### config.mk
export PLATFORM = sky130hd
export DESIGN_NAME = pixel_loader
export DESIGN_NICKNAME = d
export VERILOG_FILES = /design/src/rtl/bnn_pkg.sv /design/src/rtl/pixel_loader.sv
export SDC_FILE = /design/constraint.sdc
export NUM_CORES = 1
export LEC_CHECK = 0
export ABC_AREA = 0
export BUFFER_PORTS_ARGS = -buffer_cell sky130_fd_sc_hd__buf_2
export CAP_MARGIN = 25
export CELL_PAD_IN_SITES_DETAIL_PLACEMENT = 0
export CELL_PAD_IN_SITES_GLOBAL_PLACEMENT = 1
export CORE_MARGIN = 4
export CORE_UTILIZATION = 30
export DETAILED_ROUTE_END_ITERATION = 6
export PLACE_DENSITY_LB_ADDON = 0.1
export SYNTH_ARGS = -nofsm -noshare
export SYNTH_HDL_FRONTEND = slang
export SYNTH_SLANG_ARGS = --single-unit
### constraint.sdc
create_clock -name clk -period 2.29 [get_ports clk]
set_input_delay 0.458 -clock clk [delete_from_list [all_inputs] [get_ports clk]]
set_output_delay 0.458 -clock clk [all_outputs]
set_load 0.03 [all_outputs]
### src/rtl/bnn_pkg.sv
// Shared definitions for the BNN accelerator: top-level FSM encodings and image/layer sizes.
package bnn_pkg;

  typedef enum logic [2:0] {
    s_IDLE    = 3'b000,
    s_LOAD    = 3'b001,
    s_LAYER_1 = 3'b010,
    s_LAYER_2 = 3'b011,
    s_LAYER_3 = 3'b100
  } top_state_t;

  localparam int IMG_DIM     = 28;
  localparam int IMG_BITS    = IMG_DIM * IMG_DIM;
  localparam int L1_MAPS     = 8;
  localparam int L1_OUT_BITS = 1568;

endpackage

### src/rtl/pixel_loader.sv
// Streams the binarized 28x28 image into the flattened pixel buffer read by layer_one.
// Optional trailing checksum byte enabled with PIXEL_LOADER_CHECKSUM_EN.
module pixel_loader
  import bnn_pkg::*;
#(
  parameter int IMG_BITS = 784,
  parameter int BYTE_W   = 8
) (
  input  logic                clk,
  input  logic                rst,
  input  logic [2:0]          state,
  input  logic [BYTE_W-1:0]   in_data,
  input  logic                in_valid,
  output logic                in_ready,
  output logic [0:IMG_BITS-1] pixels,
  output logic [6:0]          byte_count,
  output logic                load_done,
  output logic                load_error
);

  localparam int         NUM_BYTES = IMG_BITS / BYTE_W;
  localparam int         IDX_W     = $clog2(IMG_BITS);
  localparam logic [6:0] LAST_BYTE = 7'(NUM_BYTES - 1);

  typedef enum logic [1:0] {
    L_IDLE = 2'd0,
    L_FILL = 2'd1,
`ifdef PIXEL_LOADER_CHECKSUM_EN
    L_CSUM = 2'd2,
`endif
    L_DONE = 2'd3
  } load_state_t;

  load_state_t      fsm;
  load_state_t      fsm_next;
  logic             loading;
  logic             accept;
  logic             take_pixel;
  logic             clr_count;
  logic             set_done;
  logic             clr_done;
  logic [IDX_W-1:0] wr_base;

  assign loading = (state == s_LOAD);

`ifdef PIXEL_LOADER_CHECKSUM_EN
  assign in_ready = !rst && ((fsm == L_FILL) || (fsm == L_CSUM)) && loading;
`else
  assign in_ready = !rst && (fsm == L_FILL) && loading;
`endif

  assign accept  = in_valid && in_ready;
  assign wr_base = IDX_W'(byte_count) * IDX_W'(BYTE_W);

`ifdef PIXEL_LOADER_CHECKSUM_EN
  logic              take_csum;
  logic              clr_csum;
  logic [BYTE_W-1:0] csum;
`endif

  always_ff @(posedge clk) begin
    if (rst) begin
      fsm <= L_IDLE;
    end else begin
      fsm <= fsm_next;
    end
  end

  // Leaving s_LOAD mid-transfer abandons the load; the partial image is simply left behind.
  always_comb begin
    fsm_next   = fsm;
    take_pixel = 1'b0;
    clr_count  = 1'b0;
    set_done   = 1'b0;
    clr_done   = 1'b0;
`ifdef PIXEL_LOADER_CHECKSUM_EN
    take_csum  = 1'b0;
    clr_csum   = 1'b0;
`endif
    case (fsm)
      L_IDLE: begin
        if (loading) begin
          fsm_next  = L_FILL;
          clr_count = 1'b1;
`ifdef PIXEL_LOADER_CHECKSUM_EN
          clr_csum  = 1'b1;
`endif
        end
      end
      L_FILL: begin
        if (!loading) begin
          fsm_next  = L_IDLE;
          clr_count = 1'b1;
        end else if (accept) begin
          take_pixel = 1'b1;
          if (byte_count == LAST_BYTE) begin
`ifdef PIXEL_LOADER_CHECKSUM_EN
            fsm_next = L_CSUM;
`else
            fsm_next = L_DONE;
            set_done = 1'b1;
`endif
          end
        end
      end
`ifdef PIXEL_LOADER_CHECKSUM_EN
      L_CSUM: begin
        if (!loading) begin
          fsm_next  = L_IDLE;
          clr_count = 1'b1;
        end else if (accept) begin
          take_csum = 1'b1;
          set_done  = 1'b1;
          fsm_next  = L_DONE;
        end
      end
`endif
      L_DONE: begin
        if (state == s_IDLE) begin
          fsm_next  = L_IDLE;
          clr_count = 1'b1;
          clr_done  = 1'b1;
        end
      end
      default: fsm_next = L_IDLE;
    endcase
  end

  // Byte k lands MSB-first in pixels[8k +: 8] because pixels is an ascending vector.
  always_ff @(posedge clk) begin
    if (rst) begin
      pixels     <= '0;
      byte_count <= '0;
      load_done  <= 1'b0;
    end else begin
      if (clr_count) begin
        byte_count <= '0;
      end else if (take_pixel) begin
        byte_count <= byte_count + 7'd1;
      end
      if (take_pixel) begin
        pixels[wr_base +: BYTE_W] <= in_data;
      end
      if (clr_done) begin
        load_done <= 1'b0;
      end else if (set_done) begin
        load_done <= 1'b1;
      end
    end
  end

`ifdef PIXEL_LOADER_CHECKSUM_EN
  always_ff @(posedge clk) begin
    if (rst) begin
      csum       <= '0;
      load_error <= 1'b0;
    end else begin
      if (clr_csum) begin
        csum <= '0;
      end else if (take_pixel) begin
        csum <= csum ^ in_data;
      end
      if (clr_done) begin
        load_error <= 1'b0;
      end else if (take_csum) begin
        load_error <= (in_data != csum);
      end
    end
  end
`else
  assign load_error = 1'b0;
`endif

endmodule

; After elaboration in Yosys (flattened, before gate mapping)
; Index checks and enable logic that the tools add are counted.
[word_totals]
regBits = 794
latch_bits = 0
ramBits = 0
romBits = 0
output_inout_bits = 794
elab_cells = 45
mem_count = 0
[classes]
add_sub_neg = 2
multipliers = 0
n_div = 0
magnitude_cmp = 0
eq_ne = 8
n_shift = 2
mux = 19
bitwise = 1
n_reduce_logical = 9
[ops]
columns = operator, count
row1 = variable shift 785 x 12 -> 784 bit (first input constant), 1
row2 = variable part select 785 x 12 -> 784 bit, 1
row3 = bitwise mux 784 bit, 1
row4 = negator 11 -> 12 bit, 1
row5 = 2-to-1 mux 1 bit, 11
row6 = inverter 10 -> 11 bit, 1
row7 = 2-to-1 mux 2 bit, 5
row8 = adder 7 x 1 -> 7 bit (second input constant), 1
row9 = equality test 7 bit (second input constant), 1
row10 = case mux 2 bit (3 select lines), 1
row11 = != test 2 bit (second input constant), 2
row12 = AND reduction 4 bit, 1
row13 = OR reduction 2 bit, 2
row14 = equality test 3 x 1 -> 1 bit (second input constant), 1
row15 = logical AND 1 bit, 3
row16 = logical NOT 3 bit, 1
row17 = != test 3 x 2 -> 1 bit (second input constant), 1
row18 = != test 3 bit (second input constant), 1
row19 = case mux 1 bit (3 select lines), 1
row20 = equality test 2 x 1 -> 1 bit (second input constant), 1
row21 = equality test 2 bit (second input constant), 1
row22 = logical NOT 2 bit, 1
row23 = logical NOT 1 bit, 1

; Logic depth before layout (Yosys ltp)
; Gate-level depths: netlist of the first run.
[logic_depth]
word_depth = 7
mapped_depth = 8
mapped_depth_nobuf = 6

; Least setup slack after synthesis of the first run
; No wires, ideal clock.
[synth_timing]
path_kind = input to register
start = input rst
end = register pixels[144] (netlist name)
setup_ps = 135
arrival_time_ps = 2246
t_required_ps = 2155
setup_slack_ps = -91
cell_stages = 7
cell_sequence = buf_6 nand4bb_1 buf_6 buf_2 nor2_1 nand3_1 mux2i_1
[synth_via]
elab_chain_len = 7
[synth_rtl]
columns = element, line_no
row1 = from (decl), pixel_loader.sv:10  ; input logic rst,
row2 = logical NOT 1 bit, pixel_loader.sv:49  ; assign in_ready = !rst && (fsm == L_FILL) && loading;
row3 = logical AND 1 bit (2 in series), pixel_loader.sv:49
row4 = named net in_ready, pixel_loader.sv:14  ; output logic in_ready,
row5 = logical AND 1 bit, pixel_loader.sv:52  ; assign accept = in_valid && in_ready;
row6 = 2-to-1 mux 1 bit, pixel_loader.sv:94  ; end else if (accept) begin
row7 = 2-to-1 mux 1 bit, pixel_loader.sv:91  ; if (!loading) begin
row8 = 2-to-1 mux 1 bit, pixel_loader.sv:80  ; case (fsm)
row9 = "to (signal, indexed assignment)", pixel_loader.sv:142  ; pixels[wr_base +: BYTE_W] <= in_data;
row10 = to (decl), pixel_loader.sv:15  ; output logic [0:IMG_BITS-1] pixels,
; The timed path passes the listed nets, and every way through them passes these cells.
; A chain may end at the register's enable or synchronous reset.

; Worst setup path in the final report of the first run
[layout_timing]
start = register byte_count[4]
end = output byte_count[4]
[layout_rtl]
columns = element, line_no
row1 = from (decl), pixel_loader.sv:16  ; output logic [6:0] byte_count,
row2 = from (signal assigned), pixel_loader.sv:139  ; byte_count <= byte_count + 7'd1;
; No word-level cell between the ends.

==> results.txt, run 1 <==
Post-DP Area = 39500 um^2
final core utilization = 0.404
Reg clk slew, reported paths = 0.06 ns
Hold Path Class = primary input to flop
CTS Buf Count = 95
GR Util All Layers = 0.231
Die ar. = 112000 um^2
fin worst setup slack = 0.0755 ns
Overflow after GRT = 0
Setup CP Type = flop to output port
Root Buffer = clkbuf_16
DRC = 0
worst clock skew = 0.0162 ns
synthesized flop and latch total = 794
TritonCTS clock tree = built
Netlist cell types = 48
predominant post-synthesis flop cell = dfxtp_1
slew at the pin closest to its max-slew limit = 0.883 ns
pwr/cell area = 699 nW/um^2
Setup crit end kind = output port
DPL Wire Length = 99900 um
VDD IR max = 0.531 mV
clock latency at the later pin of the worst-skew pair = 0.67 ns
synthesis-to-finish area growth = 33.2%
crit-path cells = buf_8 -> buf_8 -> buf_4
Tmin final = 2.21 ns
wire per inst = 24.4 um
Synth Net Count = 3130
Die X = 335 um
CP required = 1.83 ns
Core Area = 106000 um^2
layout cell share with drive strength beyond 1 = 0.309
most used cell, CP = buf_8
Post-CTS Hold Buffers = 0
Synth Cell Area = 32100 um^2
largest net degree at the start of global routing = 216
Iter 0 DRT Violations = 1412
row cnt = 119
Place WS = -0.0851 ns
Leak = 0.0216 uW
Routed Antenna Nets = 0
Setup Viol. Count Final = 0
Slowest-stage cell, CP = dfxtp_4
Final Slew Violations = 0
Fin. Hold Viols = 0
Synth Warn # = 0
Filler cells = 10700
vias in the first global route = 25600
Post-synth EDFFs = 0
Final GP Congestion = 0.786
most frequent cells in the layout = buf_2, dfxtp_1, mux2i_1, nand2b_1, nand2_1
Synth async-reset ratio = 0
initial antenna violation count = 4
vias per cell = 4.58
slowest cell delay on critical path = 0.45 ns
Starting Density = 0.303
final instance area = 42700 um^2
Crit Path Max Fanout = 24
# clock sinks = 794
Mean Syn Cell Area = 10.3 um^2
status = finished, final reports clean
most common cell after layout, fill and taps aside = buf_2
Worst setup SP type = flop
Seq/Total Area, Yosys = 0.495
Mapped Cells = 3110
die height = 335 um
crit path DAT = 1.76 ns
I/O Buffers = 806
unrepaired setup endpoints after global routing = no
Top-Level Pins = 808
Vias = 25400
max cap viols = 0
Final nets = 4094
deepest clock path buffer count = 3
fmax = 452 MHz
TritonRoute pass-1 iters = 5
period utilisation layout = 0.967
relative slew slack = 0.409
H-Tree Depth = 3
first-pass GRT wire length = 190000 um
final WL = 135000 um
[path summary, 6_finish.rpt]
path	from	to	slack, ns	cells past startpoint
max	byte_count[4]$_SDFFE_PP0P_	byte_count[4]	0.08	3
min	in_valid	byte_count[2]$_SDFFE_PP0P_	0.22	2
max reg2reg	byte_count[3]$_SDFFE_PP0P_	pixels[581]$_SDFFE_PP0P_	0.12	4
min reg2reg	pixels[418]$_SDFFE_PP0P_	pixels[418]$_SDFFE_PP0P_	0.47	2
[flip-flops by register name (all words and copies together) (netlist names)]
name	cells
pixels	784
byte_count	7
fsm	2
load_done	1
[worst max-delay path, delay by kind of cell (launching register included)]
kind,cells,cell delay (ns)
buffers and inverters,3,0.63
DFF,1,0.45
[synth_stat cells, types with 5 or more instances]
cell type / count / area [um^2]
nand3_1: 56 / 280
buf_2: 8 / 40.0
nor3_4: 8 / 130
clkbuf_1: 168 / 631
nand4_1: 10 / 62.6
dfxtp_1: 794 / 15900
nand2_2: 23 / 144
a21oi_1: 6 / 30.0
nor2_2: 5 / 31.3
nor3_2: 6 / 60.1
nor2_1: 89 / 334
and3_1: 5 / 31.3
ha_1: 6 / 75.1
nor2b_1: 8 / 50.1
nor3_1: 21 / 105
nand2_1: 285 / 1070
buf_1: 5 / 18.8
o21ai_0: 9 / 45.0
nand2b_1: 768 / 4800
mux2i_1: 776 / 7770
[cell families (layout without fill, tap and decap cells)]
group | Yosys count | in the layout | synth area share
AND/OR/NAND/NOR | 1318 | 1318 | 0.232
flip-flops | 794 | 794 | 0.495
multiplexers | 776 | 776 | 0.242
XOR/XNOR | 3 | 3 | 0.000819
AO/OA/AOI/OAI | 22 | 22 | 0.00398
other | 1 | 4 | 0.000117
buffers and inverters | 190 | 1227 | 0.0236
adder cells (fa/ha/maj) | 6 | 6 | 0.00234
[cell type report]
type	count	area [um^2]	share of cell area
Antenna cell	3	7.51	0.000176
Clock buffer	147	2930	0.0685
Clock inverter	23	209	0.00489
Inverter	4	15.0	0.000351
Multi-Input combinational cell	2126	15600	0.364
Sequential cell	794	15900	0.372
Tap cell	1391	1740	0.0407
Timing Repair Buffer	1053	6360	0.149
[repair_timing]
action / in CTS / in global routing
setup endpoints to repair: 2 / 34
pin swaps: 1 / 0
gates resized for setup: 12 / 8
setup buffers: 1 / 0
[metal layers]
layer	routed length (um)	part of all wire	up-vias	global-route usage
li1	-	-	12200	-
met4	4940	0.036	0	0.0801
met3	9200	0.068	182	0.0692
met5	0	0	-	0
met1	58900	0.43	12300	0.293
met2	62500	0.46	680	0.375
[stage by stage]
stage,hold WS (ns),TNS (ns),total power [uW],cells
floorplan,0.578,0,14600,3110
global placement,0.445,-2.65,15000,5367
detailed placement,0.452,-4.59,14900,5367
CTS,0.150,0,30300,5538
global route,0.181,0,30800,5540
finish,0.216,0,29900,5541
[power breakdown]
part	switching, uW	leakage [uW]	internal [uW]
Sequential	1.28	0.00639	13800
Clock	6150	0.00156	9070
Combinational	494	0.0137	323
No activity file was read; power rests on OpenSTA's default activity.
==> run 2, diff against run 1 <==
--- a/config.mk
+++ b/config.mk
@@ -5,7 +5,7 @@
 export SDC_FILE = /design/constraint.sdc
 export NUM_CORES = 1
 export LEC_CHECK = 0
-export ABC_AREA = 0
+export ABC_AREA = 1
 export BUFFER_PORTS_ARGS = -buffer_cell sky130_fd_sc_hd__buf_2
 export CAP_MARGIN = 25
 export CELL_PAD_IN_SITES_DETAIL_PLACEMENT = 0
==> run 2 against run 1 <==
  * Sequential cell count did not move
  * Fmax fell by 1.6%
  * Register-to-register slack got worse by 0.05 ns
  * Largest power group unchanged
  * Wire length rose by 31%
  * Global-route usage rose by 3.9 points
  * Die area rose by 12%
  * Critical path type unchanged
  * Utilization fell by 0.47 points
  * First-iteration DRC count rose by 99%
  * Count of clock-buffer cells in the layout rose by 1
==> results.txt, run 2 <==
Hold Path Sink = fsm[0]$_SDFFE_PP0P_
Leak = 0.0225 uW (+4.1%)
Top-Level Pins = 808 (unchanged)
Setup Viol. Count Final = 0 (unchanged)
Worst path top cell family by delay = buffers and inverters
Post-DP Area = 44100 um^2 (+12%)
Final nets = 6586 (+61%)
WL met3 = 11800 um (+28%)
Routed Antenna Nets = 0 (unchanged)
clock latency at the later pin of the worst-skew pair = 0.69 ns (+0.02 ns)
fin worst setup slack = 0.0386 ns (-0.0369 ns)
row cnt = 126 (+5.9%)
crit path DAT = 1.79 ns (+0.03 ns)
layout cell share with drive strength beyond 1 = 0.212 (-0.0964)
Final GP Congestion = 0.841 (+7.0%)
Setup crit end kind = output port
die height = 354 um (+5.7%)
Setup CP Type = flop to output port
worst r2r path cells = 10 (+6)
synthesis-to-finish area growth = 31.8%
Netlist cell types = 29 (-40%)
CTS Buf Count = 98 (+3.2%)
Post-synth EDFFs = 0 (unchanged)
vias per cell = 4.71 (+2.7%)
Total Neg Setup Slack = 0 ns (unchanged)
largest net degree at the start of global routing = 193 (-11%)
first-pass GRT wire length = 255000 um (+34%)
R2R setup slack = 0.07 ns (-0.05 ns)
Overflow after GRT = 0 (unchanged)
synthesized flop and latch total = 794 (unchanged)
Mean Syn Cell Area = 6.36 um^2 (-38%)
slowest cell delay on critical path = 0.41 ns (-0.04 ns)
slew at the pin closest to its max-slew limit = 0.939 ns (+0.0563 ns)
most flop-heavy register = pixels
Crit Path Max Fanout = 78 (+230%)
Largest register FFs = 784 (unchanged)
relative slew slack = 0.374 (-0.0354)
most frequent cells in the layout = nand2_1, nor2_1, buf_2, dfxtp_1, inv_1
Synth Cell Area = 35900 um^2 (+12%)
top flop regs = pixels (784), byte_count (7), fsm (2)
metal2 WL = 82400 um (+32%)
Worst setup SP type = flop
worst clock skew = 0.0262 ns (+0.0101 ns)
Die ar. = 125000 um^2 (+12%)
Starting Density = 0.303 (-0.000319)
reg2reg start = byte_count[1]$_SDFFE_PP0P_
DRC = 0 (unchanged)
H-Tree Depth = 3 (unchanged)
Synth top area share = 0.442 (-0.0532)
met1 wire length = 77800 um (+32%)
final non-filler cell total = 8238 (+49%)
TritonCTS clock tree = built
I/O Buffers = 806 (unchanged)
final instance area = 47400 um^2 (+11%)
status = finished, final reports clean
# diodes = 0 (-3)
count leader, synth = nand2_1
Synth Net Count = 5668 (+81%)
Mapped Cells = 5648 (+82%)
Vias = 38800 (+53%)
Place WS = 0.00413 ns (+0.0892 ns)
DPL Wire Length = 131000 um (+31%)
wire per inst = 21.6 um (-12%)
pwr/cell area = 632 nW/um^2 (-9.5%)
initial antenna violation count = 5 (+1)
vias in the first global route = 36200 (+41%)
Core Area = 119000 um^2 (+12%)
final core utilization = 0.399 (-0.00468)
dominant cell type by area after synthesis = dfxtp_1
Max Used Layer = met5
VDD IR max = 0.559 mV (+5.1%)
Tmin final = 2.25 ns (+0.0369 ns)
TritonRoute pass-1 iters = 5 (unchanged)
crit-path cells = buf_12 -> buf_2
synth cell count leaders = nand2_1, nor2_1, dfxtp_1, inv_1, a21oi_1
fmax = 444 MHz (-1.6%)
Root Buffer = clkbuf_16
hold path cells = 4 (+2)
Synth area leaders = dfxtp_1, nand2_1, nor2_1
# clock sinks = 794 (unchanged)
Fin. Hold Viols = 0 (unchanged)
GR Util All Layers = 0.271 (+0.0394)
period utilisation layout = 0.983 (+0.0161)
hold path startpoint = rst
Seq/Total Area, Yosys = 0.442 (-0.0532)
Synth Warn # = 0 (unchanged)
predominant post-synthesis flop cell = dfxtp_1
Slowest-stage cell, CP = dfxtp_4
max cap viols = 0 (unchanged)
placed cells = 8059 (+50%)
Buf/Inv on CP = 2 (-1)
Iter 0 DRT Violations = 2816 (+99%)
Synth async-reset ratio = 0 (unchanged)
final WL = 178000 um (+31%)
Reg clk slew, reported paths = 0.06 ns (about the same)
most common cell after layout, fill and taps aside = nand2_1
CP required = 1.83 ns (about the same)
Die X = 354 um (+5.7%)
Hold Path Class = primary input to flop
deepest clock path buffer count = 3 (unchanged)
Final Slew Violations = 0 (unchanged)
Worst R2R End = pixels[526]$_SDFFE_PP0P_
==> run 2: cell count changes after synthesis, moves of 41 or more <==
cell	previous run	this run
a21oi_1	6	338
nand3_1	56	317
buf_1	5	65
nand2_1	285	1809
o21ai_0	9	50
buf_2	8	73
mux2i_1	776	0
nand2b_1	768	0
inv_1	4	442
nor3_1	21	112
nand4_1	10	113
nor2_1	89	1247
==> run 2: how the worst max path moves through the flow <==
stage                                from  depth (start not counted)                       end
5_1_grt        byte_count[1]$_SDFFE_PP0P_                         11  pixels[568]$_SDFFE_PP0P_
2_1_floorplan  byte_count[2]$_SDFFE_PP0P_                         11  pixels[216]$_SDFFE_PP0P_
6_report       byte_count[5]$_SDFFE_PP0P_                          2             byte_count[5]
4_1_cts               fsm[1]$_SDFFE_PP0P_                          5                  in_ready
3_5_place_dp                   in_data[1]                          8  pixels[662]$_SDFFE_PP0P_
3_3_place_gp                   in_data[1]                          8   pixels[86]$_SDFFE_PP0P_
==> run 2: kinds of logic (layout without fill, tap and decap cells) <==
family          count (synthesis)  in the layout  share of synthesized area
compound gates                389            389                     0.0542
xor+xnor                        2              2                   0.000487
fa+ha+maj                       6              6                    0.00209
buf+inv                       784           1774                     0.0861
flops                         794            794                      0.442
other cells                     1              1                   0.000104
simple gates                 3672           3672                      0.415
==> run 2: cell type report <==
cell class / count / area, um^2
multi-input combinational: 4070 / 17100
inverter: 449 / 1710
clock inverter: 24 / 245
fill: 13200 / 71200
sequential: 794 / 15900
tap: 1600 / 2000
clock buffer: 148 / 2860
timing repair buffer: 1153 / 7490
==> run 2: layer usage <==
metal	up-vias	track usage
li1	19300	-
met2	1188	0.448
met5	-	0
met3	224	0.0577
met4	2	0.0896
met1	18000	0.350
==> run 2: report_power, final <==
part	leakage [uW]	switching (uW)	total, uW	internal, uW
logic	0.0146	517	683	166
registers	0.00640	2.26	13800	13800
clock network	0.00153	6530	15400	8920
==> run 2: what timing repair did <==
action	in CTS	in global routing
resized for setup	3	27
setup buffers	2	3
pin swaps	0	1
hold buffers	2	0
endpoints found under the hold margin	8	0
setup endpoints to repair	5	133
==> run 2: worst min-delay path, stage by stage <==
cell,delay [ns]
buf_8,0.13
a31oi_1,0.05
nand2_1,0.06
inv_1,0.04
==> run 2: through the flow <==
step | power (uW) | hold slack, ns
global placement | 14800 | 0.438
CTS | 30300 | 0.0297
finish | 29900 | 0.0827
global route | 30900 | 0.0830
detailed placement | 14800 | 0.448
floorplan | 14500 | 0.511
